===== src/rtl/mini_cpu_pkg.sv =====
`default_nettype none
// ============================================================================
// mini_cpu_pkg : opcode/state types and instruction-field positions
// Revision     : 1.0
// ============================================================================
package mini_cpu_pkg;

  typedef enum logic [3:0] {
    OP_ADDI = 4'd0,
    OP_MOVI = 4'd1,
    OP_MOV  = 4'd2,
    OP_ADD  = 4'd3,
    OP_IN   = 4'd4,
    OP_OUT  = 4'd5,
    OP_OUTI = 4'd6,
    OP_JMP  = 4'd7,
    OP_JNC  = 4'd8,
    OP_HALT = 4'd9,
    OP_JZ   = 4'd10
  } opcode_e;

  typedef enum logic [1:0] {
    FETCH = 2'd0,
    EXEC  = 2'd1,
    HALT  = 2'd2
  } state_e;

  // Instruction word layout, MSB first: op[3:0] | rd | rs | imm
  function automatic int imm_lsb();
    return 0;
  endfunction

  function automatic int rs_lsb(input int data_w);
    return data_w;
  endfunction

  function automatic int rd_lsb(input int rsel_w, input int data_w);
    return rsel_w + data_w;
  endfunction

  function automatic int op_lsb(input int rsel_w, input int data_w);
    return 2 * rsel_w + data_w;
  endfunction

endpackage
`default_nettype wire


===== src/rtl/mini_cpu_alu.sv =====
`default_nettype none
// ============================================================================
// mini_cpu_alu : combinational (DATA_W+1)-bit adder shared by ADDI and ADD
// Revision     : 1.0
// ============================================================================
module mini_cpu_alu #(
  parameter int DATA_W = 4
) (
  input  logic [DATA_W-1:0] i_a,
  input  logic [DATA_W-1:0] i_b,
  output logic [DATA_W-1:0] o_sum,
  output logic              o_carry
);

  logic [DATA_W:0] w_sum;

  assign w_sum   = {1'b0, i_a} + {1'b0, i_b};
  assign o_sum   = w_sum[DATA_W-1:0];
  assign o_carry = w_sum[DATA_W];

endmodule
`default_nettype wire


===== src/rtl/mini_cpu_core.sv =====
`default_nettype none
// ============================================================================
// mini_cpu_core : parametrised FETCH/EXEC/HALT CPU with external sync ROM
//                 optional zero flag and JZ opcode under MINI_CPU_ZFLAG_EN
// Revision      : 1.0
// ============================================================================
module mini_cpu_core
  import mini_cpu_pkg::*;
#(
  parameter int DATA_W   = 4,
  parameter int ADDR_W   = 4,
  parameter int NUM_REGS = 4
) (
  input  logic                                      CLK,
  input  logic                                      RST,
  input  logic                                      ce,
  output logic [ADDR_W-1:0]                         pm_addr,
  input  logic [4+2*$clog2(NUM_REGS)+DATA_W-1:0]    pm_data,
  input  logic [DATA_W-1:0]                         in_port,
  output logic [DATA_W-1:0]                         out_port,
  output logic                                      carry,
`ifdef MINI_CPU_ZFLAG_EN
  output logic                                      zero,
`endif
  output logic                                      halted,
  output logic                                      illegal,
  output logic [3:0]                                dbg_op,
  output logic [NUM_REGS*DATA_W-1:0]                dbg_regs
);

  localparam int RSEL_W    = $clog2(NUM_REGS);
  localparam int INSTR_W   = 4 + 2 * RSEL_W + DATA_W;
  localparam int c_op_lsb  = op_lsb(RSEL_W, DATA_W);
  localparam int c_rd_lsb  = rd_lsb(RSEL_W, DATA_W);
  localparam int c_rs_lsb  = rs_lsb(DATA_W);
  localparam int c_imm_lsb = imm_lsb();

  state_e              r_state;
  state_e              w_state_nxt;
  logic [ADDR_W-1:0]   r_pc;
  logic [ADDR_W-1:0]   w_pc_nxt;
  logic [INSTR_W-1:0]  r_ir;
  logic [INSTR_W-1:0]  w_ir_nxt;
  logic                r_carry;
  logic                w_carry_nxt;
  logic [DATA_W-1:0]   r_out;
  logic [DATA_W-1:0]   w_out_nxt;
  logic                r_illegal;
  logic                w_illegal_nxt;
  logic [DATA_W-1:0]   r_regs [NUM_REGS];
  logic                w_reg_we;
  logic [DATA_W-1:0]   w_reg_wdata;
`ifdef MINI_CPU_ZFLAG_EN
  logic                r_zero;
  logic                w_zero_nxt;
`endif

  opcode_e             w_op;
  logic [RSEL_W-1:0]   w_rd;
  logic [RSEL_W-1:0]   w_rs;
  logic [DATA_W-1:0]   w_imm;
  logic [ADDR_W-1:0]   w_target;
  logic [DATA_W-1:0]   w_rd_val;
  logic [DATA_W-1:0]   w_rs_val;
  logic [DATA_W-1:0]   w_alu_b;
  logic [DATA_W-1:0]   w_alu_sum;
  logic                w_alu_carry;

  assign w_op     = opcode_e'(r_ir[c_op_lsb +: 4]);
  assign w_rd     = r_ir[c_rd_lsb +: RSEL_W];
  assign w_rs     = r_ir[c_rs_lsb +: RSEL_W];
  assign w_imm    = r_ir[c_imm_lsb +: DATA_W];
  assign w_target = w_imm[ADDR_W-1:0];
  assign w_rd_val = r_regs[w_rd];
  assign w_rs_val = r_regs[w_rs];
  assign w_alu_b  = (w_op == OP_ADD) ? w_rs_val : w_imm;

  mini_cpu_alu #(
    .DATA_W (DATA_W)
  ) u_alu (
    .i_a     (w_rd_val),
    .i_b     (w_alu_b),
    .o_sum   (w_alu_sum),
    .o_carry (w_alu_carry)
  );

  always_comb begin
    w_state_nxt   = r_state;
    w_pc_nxt      = r_pc;
    w_ir_nxt      = r_ir;
    w_carry_nxt   = r_carry;
    w_out_nxt     = r_out;
    w_illegal_nxt = r_illegal;
    w_reg_we      = 1'b0;
    w_reg_wdata   = '0;
`ifdef MINI_CPU_ZFLAG_EN
    w_zero_nxt    = r_zero;
`endif
    case (r_state)
      FETCH: begin
        w_ir_nxt    = pm_data;
        w_state_nxt = EXEC;
      end
      EXEC: begin
        w_state_nxt = FETCH;
        w_pc_nxt    = r_pc + ADDR_W'(1);
        // JNC below reads r_carry, i.e. the flag before this clear
        w_carry_nxt = 1'b0;
        case (w_op)
          OP_ADDI, OP_ADD: begin
            w_reg_we    = 1'b1;
            w_reg_wdata = w_alu_sum;
            w_carry_nxt = w_alu_carry;
          end
          OP_MOVI: begin
            w_reg_we    = 1'b1;
            w_reg_wdata = w_imm;
          end
          OP_MOV: begin
            w_reg_we    = 1'b1;
            w_reg_wdata = w_rs_val;
          end
          OP_IN: begin
            w_reg_we    = 1'b1;
            w_reg_wdata = in_port;
          end
          OP_OUT:  w_out_nxt = w_rs_val;
          OP_OUTI: w_out_nxt = w_imm;
          OP_JMP:  w_pc_nxt  = w_target;
          OP_JNC: begin
            if (!r_carry) w_pc_nxt = w_target;
          end
          OP_HALT: begin
            w_state_nxt = HALT;
            w_pc_nxt    = r_pc;
          end
`ifdef MINI_CPU_ZFLAG_EN
          OP_JZ: begin
            if (r_zero) w_pc_nxt = w_target;
          end
`endif
          default: w_illegal_nxt = 1'b1;
        endcase
`ifdef MINI_CPU_ZFLAG_EN
        // Only the result-producing opcodes write a register
        w_zero_nxt = w_reg_we && (w_reg_wdata == '0);
`endif
      end
      HALT:    w_state_nxt = HALT;
      default: w_state_nxt = FETCH;
    endcase
  end

  always_ff @(posedge CLK) begin
    if (RST) begin
      r_state <= FETCH;
    end else if (ce) begin
      r_state <= w_state_nxt;
    end
  end

  always_ff @(posedge CLK) begin
    if (RST) begin
      r_pc      <= '0;
      r_ir      <= '0;
      r_carry   <= 1'b0;
      r_out     <= '0;
      r_illegal <= 1'b0;
`ifdef MINI_CPU_ZFLAG_EN
      r_zero    <= 1'b0;
`endif
    end else if (ce) begin
      r_pc      <= w_pc_nxt;
      r_ir      <= w_ir_nxt;
      r_carry   <= w_carry_nxt;
      r_out     <= w_out_nxt;
      r_illegal <= w_illegal_nxt;
`ifdef MINI_CPU_ZFLAG_EN
      r_zero    <= w_zero_nxt;
`endif
    end
  end

  always_ff @(posedge CLK) begin
    if (RST) begin
      for (int i = 0; i < NUM_REGS; i++) r_regs[i] <= '0;
    end else if (ce && w_reg_we) begin
      r_regs[w_rd] <= w_reg_wdata;
    end
  end

  for (genvar g = 0; g < NUM_REGS; g++) begin : g_dbg_regs
    assign dbg_regs[g*DATA_W +: DATA_W] = r_regs[g];
  end

  assign pm_addr  = r_pc;
  assign out_port = r_out;
  assign carry    = r_carry;
  assign halted   = (r_state == HALT);
  assign illegal  = r_illegal;
  assign dbg_op   = r_ir[c_op_lsb +: 4];
`ifdef MINI_CPU_ZFLAG_EN
  assign zero     = r_zero;
`endif

endmodule
`default_nettype wire


===== config.mk =====
export PLATFORM = sky130hd
export DESIGN_NAME = mini_cpu_core
export DESIGN_NICKNAME = d
export VERILOG_FILES = /design/src/rtl/mini_cpu_pkg.sv /design/src/rtl/mini_cpu_alu.sv /design/src/rtl/mini_cpu_core.sv
export SDC_FILE = /design/constraint.sdc
export NUM_CORES = 1
export LEC_CHECK = 0
export CAP_MARGIN = 20
export CELL_PAD_IN_SITES_DETAIL_PLACEMENT = 0
export CELL_PAD_IN_SITES_GLOBAL_PLACEMENT = 1
export CORE_MARGIN = 1
export CORE_UTILIZATION = 30
export CTS_CLUSTER_DIAMETER = 50
export DETAILED_ROUTE_END_ITERATION = 12
export PLACE_DENSITY = 0.7
export SLEW_MARGIN = 10
export SYNTH_ARGS = -nofsm -noshare
export SYNTH_HDL_FRONTEND = slang
export SYNTH_HIERARCHICAL = 1
export SYNTH_SLANG_ARGS = --single-unit

===== constraint.sdc =====
create_clock -name CLK -period 3.04 [get_ports CLK]
set_input_delay 0.608 -clock CLK [delete_from_list [all_inputs] [get_ports CLK]]
set_output_delay 0.608 -clock CLK [all_outputs]
set_load 0.01 [all_outputs]

==> impl_results.md, run 1 <==
* RSZ-0062 raised after global routing: no
* Final ANT Viol Nets at 0
* First-pass detailed-route iteration total at 6
* Ys async rst share at 0
* Post-Syn Nets at 248
* Clock power frac at 0.338
* Critical path peak fanout at 4
* Worst EP required at 3.09 ns
* Yosys Warn Count at 6
* Top FF cell, synth: dfxtp_1
* Vias post-DR at 1,858
* Cell row count at 31
* CTS tree: done
* Clock transition at path regs at 0.09 ns
* Cell count after synthesis at 223
* Mapped Area at 0.00226 sq mm
* Seq pwr share at 0.484
* Met3 usage at 0.0308
* Period utilization at 0.930
* Ant diodes at 0
* Mean Syn Cell Area at 10.1 sq um
* Critical path startpoint category: flip-flop
* R2R cell count at 9
* Pre-CTS setup slack at 0.207 ns
* DP HPWL at 4440 um
* Hold Crit Start: r_ir[5]$_SDFFE_PP0P_
* PD cells at 456 mW/mm^2
* Post-cts hold buffer count at 0
* CTS H-tree lvls at 2
* Least-Margin Pin Slew at 0.718 ns
* Initial DRC Count at 86
* Final RePlAce weighted congestion at 0.793
* Full die area at 0.00788 sq mm
* Slew Limit Headroom at 0.515
* Routing usage on met2 at 0.252
* Nets at 302
* Hold Path Stages at 2
* Max Root-Sink Buffers at 2
* Leakage at 1.15 nW
* Wire per inst at 15.3 um
* Reg2Reg Capture Point: r_regs[3][3]$_DFFE_PP_
* GR peak layer: met2
* DIE WIDTH at 88.8 um
* Initial antenna violation count at 0
* Sw power at 0.000360 W
* Status: completed
* Vias in the first global route at 1,759
* IO Pins at 50
* R2R setup slack at 0.21 ns
* Kind of critical path: flip-flop to flip-flop
* Sw Ratio at 0.263
* Post-Layout Inst Area at 0.00300 sq mm
* Sequential area share after synthesis at 0.461
* Crit path buf inv count at 1
* Final hold violation count at 0
* Area Overhead vs Synth at 32.9%
* VDD IR-drop max at 216 uV
* GR Util met1 at 0.213
* GR Overflow Total at 0
* Post-CTS Resized at 0
* Root buffer cell: clkbuf_8
* Final Skew at 0.00800 ns
* Port bufs at 49
* Initial core utilization at 0.312
* CP endpoint kind: flip-flop
* Setup ws final at 0.213 ns
* Max-slew violations at 0
* Total global-route track usage at 0.155
* Layout cells sized above 1 at 0.133
* Core Util, Final at 0.414
* Post-synth EDFFs at 16
* Crit-path leading delay family: multiplexers
* Logic pwr share at 0.178
* Top achievable clock speed at 354 MHz
* Core Region at 0.00725 sq mm
* Total Neg Setup Slack at 0 ns
* First-pass GRT wire length at 9090 um
* Max-cap violation count at 0
* Postcts setup bufs at 0
* Crit path cell chain: mux4_2 -> mux2_2 -> ha_1 -> a21o_1 -> a21oi_2 -> xnor2_1 -> a222oi_1 -> buf_4 -> nor2_1
* Clk_lat worst skew at 0.30 ns
* Final setup viols at 0
* Crit path DAT at 2.88 ns
* Height of the die at 88.8 um
* Synth cell types at 42
* DR vias/cell at 4.93
* Int Pwr at 0.00101 W
* #FFs+latches synth at 44
* Fill count at 726
* Max stage delay cell, worst path: mux4_2
* HP Class: flip-flop to flip-flop
* Max stage delay on crit path at 0.59 ns
* TritonCTS buffer count at 5
* DRC Markers at 0
* Clock Sink Count at 44
* Total wire length at 5780 um
* Final Critical Period at 2.83 ns
* Maximum number of pins on one net before global-route repair at 22
* DP Area at 0.00289 sq mm
==> Yosys cell counts (all sizes together) (5+ instances only) <==
cell    count  share of area
a21oi      22          0.050
buf         8          0.023
clkbuf      6          0.010
dfxtp      28           0.25
edfxtp     16           0.21
ha          5          0.028
inv         6          0.010
mux2i       6          0.027
mux4        8          0.080
nand2      33          0.055
nand3       5          0.011
nor2       20          0.033
nor2b       5          0.014
o21ai       8          0.018
==> registers in the layout, indices dropped and copies added, names as in the netlist, named ones only <==
register,cells
r_regs,16
r_ir,12
out_port,4
pm_addr,4
r_state,2
carry,1
illegal,1
==> final cells by class <==
cell class	count	area (sq um)	share of cell area
Clock buffer	5	68.8	0.0229
Clock inverter	3	46.3	0.0154
Tap cell	99	124	0.0412
Timing Repair Buffer	61	581	0.193
Multi-Input combinational cell	159	1120	0.373
Sequential cell	44	1040	0.347
Inverter	6	22.5	0.00750
==> worst max-delay path by stage <==
stage                                  to  cells after the start  slack, ns
2_1_floorplan  r_regs[2][3]$_SDFFCE_PN0P_                     10       0.27
3_3_place_gp       r_regs[3][3]$_DFFE_PP_                      9       0.28
3_5_place_dp       r_regs[3][3]$_DFFE_PP_                      9       0.21
4_1_cts            r_regs[3][3]$_DFFE_PP_                      9       0.20
5_1_grt        r_regs[2][3]$_SDFFCE_PN0P_                      9       0.07
6_report           r_regs[3][3]$_DFFE_PP_                      9       0.21
==> worst min-delay path, stage by stage, from the launching register on <==
cell     delay [ns]
dfxtp_1        0.31
nand2_1        0.05
a21oi_1        0.06
==> power groups by stage <==
stage                     Combinational, W  Sequential, W  Clock, W
after global placement            0.000245       0.000676         0
after floorplan                   0.000132       0.000672         0
final                             0.000244       0.000662  0.000463
after CTS                         0.000246       0.000662  0.000473
after global routing              0.000268       0.000666  0.000491
after detailed placement          0.000245       0.000676         0
==> placed cells by master (no fill, tap or decap), types with 5 or more instances in the layout <==
cell              n
clkdlybuf4s50_1  49
nand2_1          33
dfxtp_1          28
a21oi_1          21
nor2_1           20
edfxtp_1         16
buf_4            12
mux4_2            8
o21ai_0           8
inv_1             6
mux2i_1           6
nor2b_1           5
nand3_1           5
ha_1              5
clkbuf_8          5
==> cells by family (layout without fill, tap and decap cells) <==
group | count (synthesis) | count (layout) | share of synthesized area
and+or+nand+nor | 88 | 88 | 0.201
AOI/OAI and AO/OA | 44 | 44 | 0.121
DFF | 44 | 44 | 0.461
buffers and inverters | 20 | 75 | 0.0432
muxes | 18 | 18 | 0.126
adders and majority gates | 6 | 6 | 0.0365
xor gates and xnor gates | 3 | 3 | 0.0116
==> metrics by stage <==
step / total power, W / hold slack, ns / cells
after global placement: 0.000921 / 0.449 / 369
after global routing: 0.00143 / 0.496 / 377
final: 0.00137 / 0.464 / 377
after floorplan: 0.000804 / 0.436 / 223
after CTS: 0.00138 / 0.466 / 377
after detailed placement: 0.000921 / 0.453 / 369
==> per-layer routing <==
metal | vias up | share of wire
met4 | 0 | 0.0048
met1 | 896 | 0.48
met2 | 39 | 0.48
li1 | 921 | -
met5 | - | 0
met3 | 2 | 0.031
No activity file was read; power rests on OpenSTA's default activity.
==> inputs of run 2 (changes only) <==
--- a/config.mk
+++ b/config.mk
@@ -13,6 +13,7 @@
 export CTS_CLUSTER_DIAMETER = 50
 export DETAILED_ROUTE_END_ITERATION = 12
 export PLACE_DENSITY = 0.7
+export SKIP_CTS_REPAIR_TIMING = 1
 export SLEW_MARGIN = 10
 export SYNTH_ARGS = -nofsm -noshare
 export SYNTH_HDL_FRONTEND = slang
==> results of run 2 <==
Same layout as run 1: the final DEF is identical, and so are final timing and power.
==> inputs of run 3 (changes only) <==
--- a/config.mk
+++ b/config.mk
@@ -10,6 +10,7 @@
 export CELL_PAD_IN_SITES_GLOBAL_PLACEMENT = 1
 export CORE_MARGIN = 1
 export CORE_UTILIZATION = 30
+export CTS_BUF_LIST = sky130_fd_sc_hd__clkbuf_16
 export CTS_CLUSTER_DIAMETER = 50
 export DETAILED_ROUTE_END_ITERATION = 12
 export PLACE_DENSITY = 0.7
@@ -17,5 +18,4 @@
 export SLEW_MARGIN = 10
 export SYNTH_ARGS = -nofsm -noshare
 export SYNTH_HDL_FRONTEND = slang
-export SYNTH_HIERARCHICAL = 1
 export SYNTH_SLANG_ARGS = --single-unit
==> impl_results.md, run 3 <==
* Footprint of the multi-input gates at 0.00115 sq mm (was 0.00112 sq mm)
* Reg2Reg Capture Point: r_regs[3][2]$_DFFE_PP_ (was r_regs[3][3]$_DFFE_PP_)
* Core Region at 0.00729 sq mm (was 0.00725 sq mm)
* PD cells at 496 mW/mm^2 (was 456 mW/mm^2)
* Area Overhead vs Synth at 33.7% (was 32.9%)
* Max reg flops at 16 (unchanged)
* Clk_lat worst skew at 0.29 ns (was 0.30 ns)
* Crit path cell chain: mux4_2 -> mux2_2 -> ha_1 -> fa_1 -> xor2_1 -> a222oi_1 -> buf_4 -> nor2_1 (was mux4_2 -> mux2_2 -> ha_1 -> a21o_1 -> a21oi_2 -> xnor2_1 -> a222oi_1 -> buf_4 -> nor2_1)
* R2R cell count at 8 (was 9)
* Top-count cell post-synth: nand2_1 (unchanged)
* Max stage delay on crit path at 0.57 ns (was 0.59 ns)
* Fin cells at 369 (was 377)
* Crit-path leading delay family: multiplexers (unchanged)
* VDD IR-drop max at 239 uV (was 216 uV)
* Register area at 0.00104 sq mm (unchanged)
* Placed Cells at 361 (was 369)
* Top flop regs: r_regs: 16 flops, r_ir: 12 flops (unchanged)
* Nets at 294 (was 302)
* Ys async rst share at 0 (unchanged)
* Final ANT Viol Nets at 0 (unchanged)
* TritonCTS buffer count at 5 (unchanged)
* Port bufs at 49 (unchanged)
* Initial core utilization at 0.313 (was 0.312)
* Maximum number of pins on one net before global-route repair at 31 (was 22)
* Final hold violation count at 0 (unchanged)
* Most common cell after layout, fill and taps aside: clkdlybuf4s50_1 (unchanged)
* Leading area contributor after synthesis: dfxtp_1 (unchanged)
* Mean Syn Cell Area at 10.4 sq um (was 10.1 sq um)
* Hold Path Stages at 2 (unchanged)
* Hold Crit Start: r_ir[5]$_SDFFE_PP0P_ (unchanged)
* Max-slew violations at 0 (unchanged)
* Final Skew at 0.00807 ns (was 0.00800 ns)
* Period utilization at 0.928 (was 0.930)
* HP Class: flip-flop to flip-flop (unchanged)
* Crit path DAT at 2.86 ns (was 2.88 ns)
* Top achievable clock speed at 355 MHz (was 354 MHz)
* Status: completed (unchanged)
* Cell count after synthesis at 220 (was 223)
* Vias in the first global route at 1,730 (was 1,759)
* DR vias/cell at 4.92 (was 4.93)
* Most flops, register: r_regs (unchanged)
* Layout cells sized above 1 at 0.126 (was 0.133)
* Yosys Warn Count at 0 (was 6)
* Final setup viols at 0 (unchanged)
* CTS H-tree lvls at 2 (unchanged)
* Final Critical Period at 2.82 ns (was 2.83 ns)
* Max stage delay cell, worst path: mux4_2 (unchanged)
* First-pass detailed-route iteration total at 4 (was 6)
* DIE WIDTH at 89.2 um (was 88.8 um)
* Max Root-Sink Buffers at 2 (unchanged)
* Ant diodes at 0 (unchanged)
* #FFs+latches synth at 44 (unchanged)
* Post-synth EDFFs at 16 (unchanged)
* GR Overflow Total at 0 (unchanged)
* Critical path startpoint category: flip-flop (unchanged)
* Slew Limit Headroom at 0.550 (was 0.515)
* Synth cell types at 46 (was 42)
* Crit path buf inv count at 1 (unchanged)
* Initial antenna violation count at 0 (unchanged)
* Leakage at 1.11 nW (was 1.15 nW)
* DRC Markers at 0 (unchanged)
* DP HPWL at 4460 um (was 4440 um)
* CTS tree: done (unchanged)
* Vias post-DR at 1,816 (was 1,858)
* CP endpoint kind: flip-flop (unchanged)
* Worst EP required at 3.08 ns (was 3.09 ns)
* Height of the die at 89.2 um (was 88.8 um)
* Kind of critical path: flip-flop to flip-flop (unchanged)
* Wire per inst at 15.3 um (about the same)
* R2R setup slack at 0.22 ns (was 0.21 ns)
* Fill count at 752 (was 726)
* Final RePlAce weighted congestion at 0.848 (was 0.793)
* Max-cap violation count at 0 (unchanged)
* Most frequent cells in the layout: clkdlybuf4s50_1 (49), nand2_1 (30), dfxtp_1 (28) (was clkdlybuf4s50_1 (49), nand2_1 (33), dfxtp_1 (28))
* Top FF cell, synth: dfxtp_1 (unchanged)
* Synth top area share at 0.246 (was 0.248)
* Clock Sink Count at 44 (unchanged)
* Root buffer cell: clkbuf_16 (was clkbuf_8)
* RSZ-0062 raised after global routing: no (unchanged)
* Mapped Area at 0.00228 sq mm (was 0.00226 sq mm)
* Total wire length at 5660 um (was 5780 um)
* Total Neg Setup Slack at 0 ns (unchanged)
* Cell row count at 31 (unchanged)
* Full die area at 0.00796 sq mm (was 0.00788 sq mm)
* Total global-route track usage at 0.150 (was 0.155)
* IO Pins at 50 (unchanged)
* Critical path peak fanout at 4 (unchanged)
* Initial DRC Count at 121 (was 86)
* Post-Syn Nets at 245 (was 248)
* Ranking of synthesized cells by area: dfxtp_1 (25%), edfxtp_1 (21%), mux4_2 (6.9%) (was dfxtp_1 (25%), edfxtp_1 (21%), mux4_2 (8.0%))
* WHS Endpoint: r_ir[5]$_SDFFE_PP0P_
* First-pass GRT wire length at 8820 um (was 9090 um)
* Commonest cells post-synth: nand2_1 (30), dfxtp_1 (28), nor2_1 (23), a21oi_1 (22), edfxtp_1 (16) (was nand2_1 (33), dfxtp_1 (28), a21oi_1 (21), nor2_1 (20), edfxtp_1 (16))
* Least-Margin Pin Slew at 0.675 ns (was 0.718 ns)
* Sequential area share after synthesis at 0.456 (was 0.461)
* Clock transition at path regs at 0.07 ns (was 0.09 ns)
-- run 3: cell types whose count changed in the layout (fill, tap and decap cells not counted), moves of 3 or more --
cell | previous run | this run
o21ai_0 | 8 | 2
clkbuf_16 | 0 | 5
clkbuf_8 | 5 | 0
inv_1 | 6 | 1
nand3b_1 | 4 | 0
a211oi_1 | 1 | 4
buf_4 | 12 | 9
nand2_1 | 33 | 30
nand2b_1 | 3 | 6
nand3_1 | 5 | 2
nor2_1 | 20 | 23
-- run 3: final cells by class --
cell class | instances | area share
clock inverters | 3 | 0.0152
flip-flops and latches | 44 | 0.341
well taps | 99 | 0.0406
multi-input cells | 159 | 0.378
inverters | 1 | 0.00123
clock buffers | 5 | 0.0410
repair buffers | 58 | 0.183
-- run 3: report_power, final --
part	leakage [nW]	total [W]	internal (W)	switching [W]
sequential	0.394	0.000661	0.000635	0.0000258
combinational	0.640	0.000230	0.000118	0.000113
clock	0.0804	0.000622	0.000390	0.000232
-- run 3: logic make-up (layout without fill, tap and decap cells) --
group	Yosys count	after routing	share of synthesized area
compound gates	47	47	0.140
flops	44	44	0.456
fa+ha+maj	6	6	0.0362
buf+inv	17	67	0.0384
xor+xnor	2	2	0.00768
simple gates	85	85	0.190
mux	19	19	0.131
-- run 3: worst register-to-register path, cell delays in order (launching register included) --
cell      delay [ns]
dfxtp_1         0.46
mux4_2          0.57
mux2_2          0.28
ha_1            0.21
fa_1            0.41
xor2_1          0.16
a222oi_1        0.25
buf_4           0.19
nor2_1          0.04
-- run 3: layer usage --
metal,vias up,share of wire,GRT usage
met1,860,0.46,0.194
met2,40,0.48,0.251
met3,6,0.044,0.0388
li1,910,-,-
met4,0,0.010,0.0390
met5,-,0,0
-- run 3: through the flow --
step	setup slack [ns]	hold slack [ns]	util	total power [W]	area, sq um
3_5_place_dp	0.230	0.455	0.395	0.000906	2880
4_1_cts	0.202	0.465	0.418	0.00153	3050
3_3_place_gp	0.296	0.447	0.395	0.000904	2880
5_1_grt	0.0615	0.511	0.418	0.00157	3050
2_1_floorplan	0.132	0.436	-	0.000803	2280
6_report	0.219	0.463	0.418	0.00151	3050
-- run 3: how the worst max path moves through the flow --
stage               cells past startpoint             startpoint                    endpoint
global route                            8              flip-flop      r_regs[3][2]$_DFFE_PP_
floorplan                               8  r_ir[11]$_SDFFE_PP0P_  r_regs[0][2]$_SDFFCE_PN0P_
detailed placement                      8              flip-flop      r_regs[3][2]$_DFFE_PP_
finish                                  8              flip-flop      r_regs[3][2]$_DFFE_PP_
global placement                        8              flip-flop  r_regs[0][2]$_SDFFCE_PN0P_
CTS                                     8              flip-flop      r_regs[3][2]$_DFFE_PP_
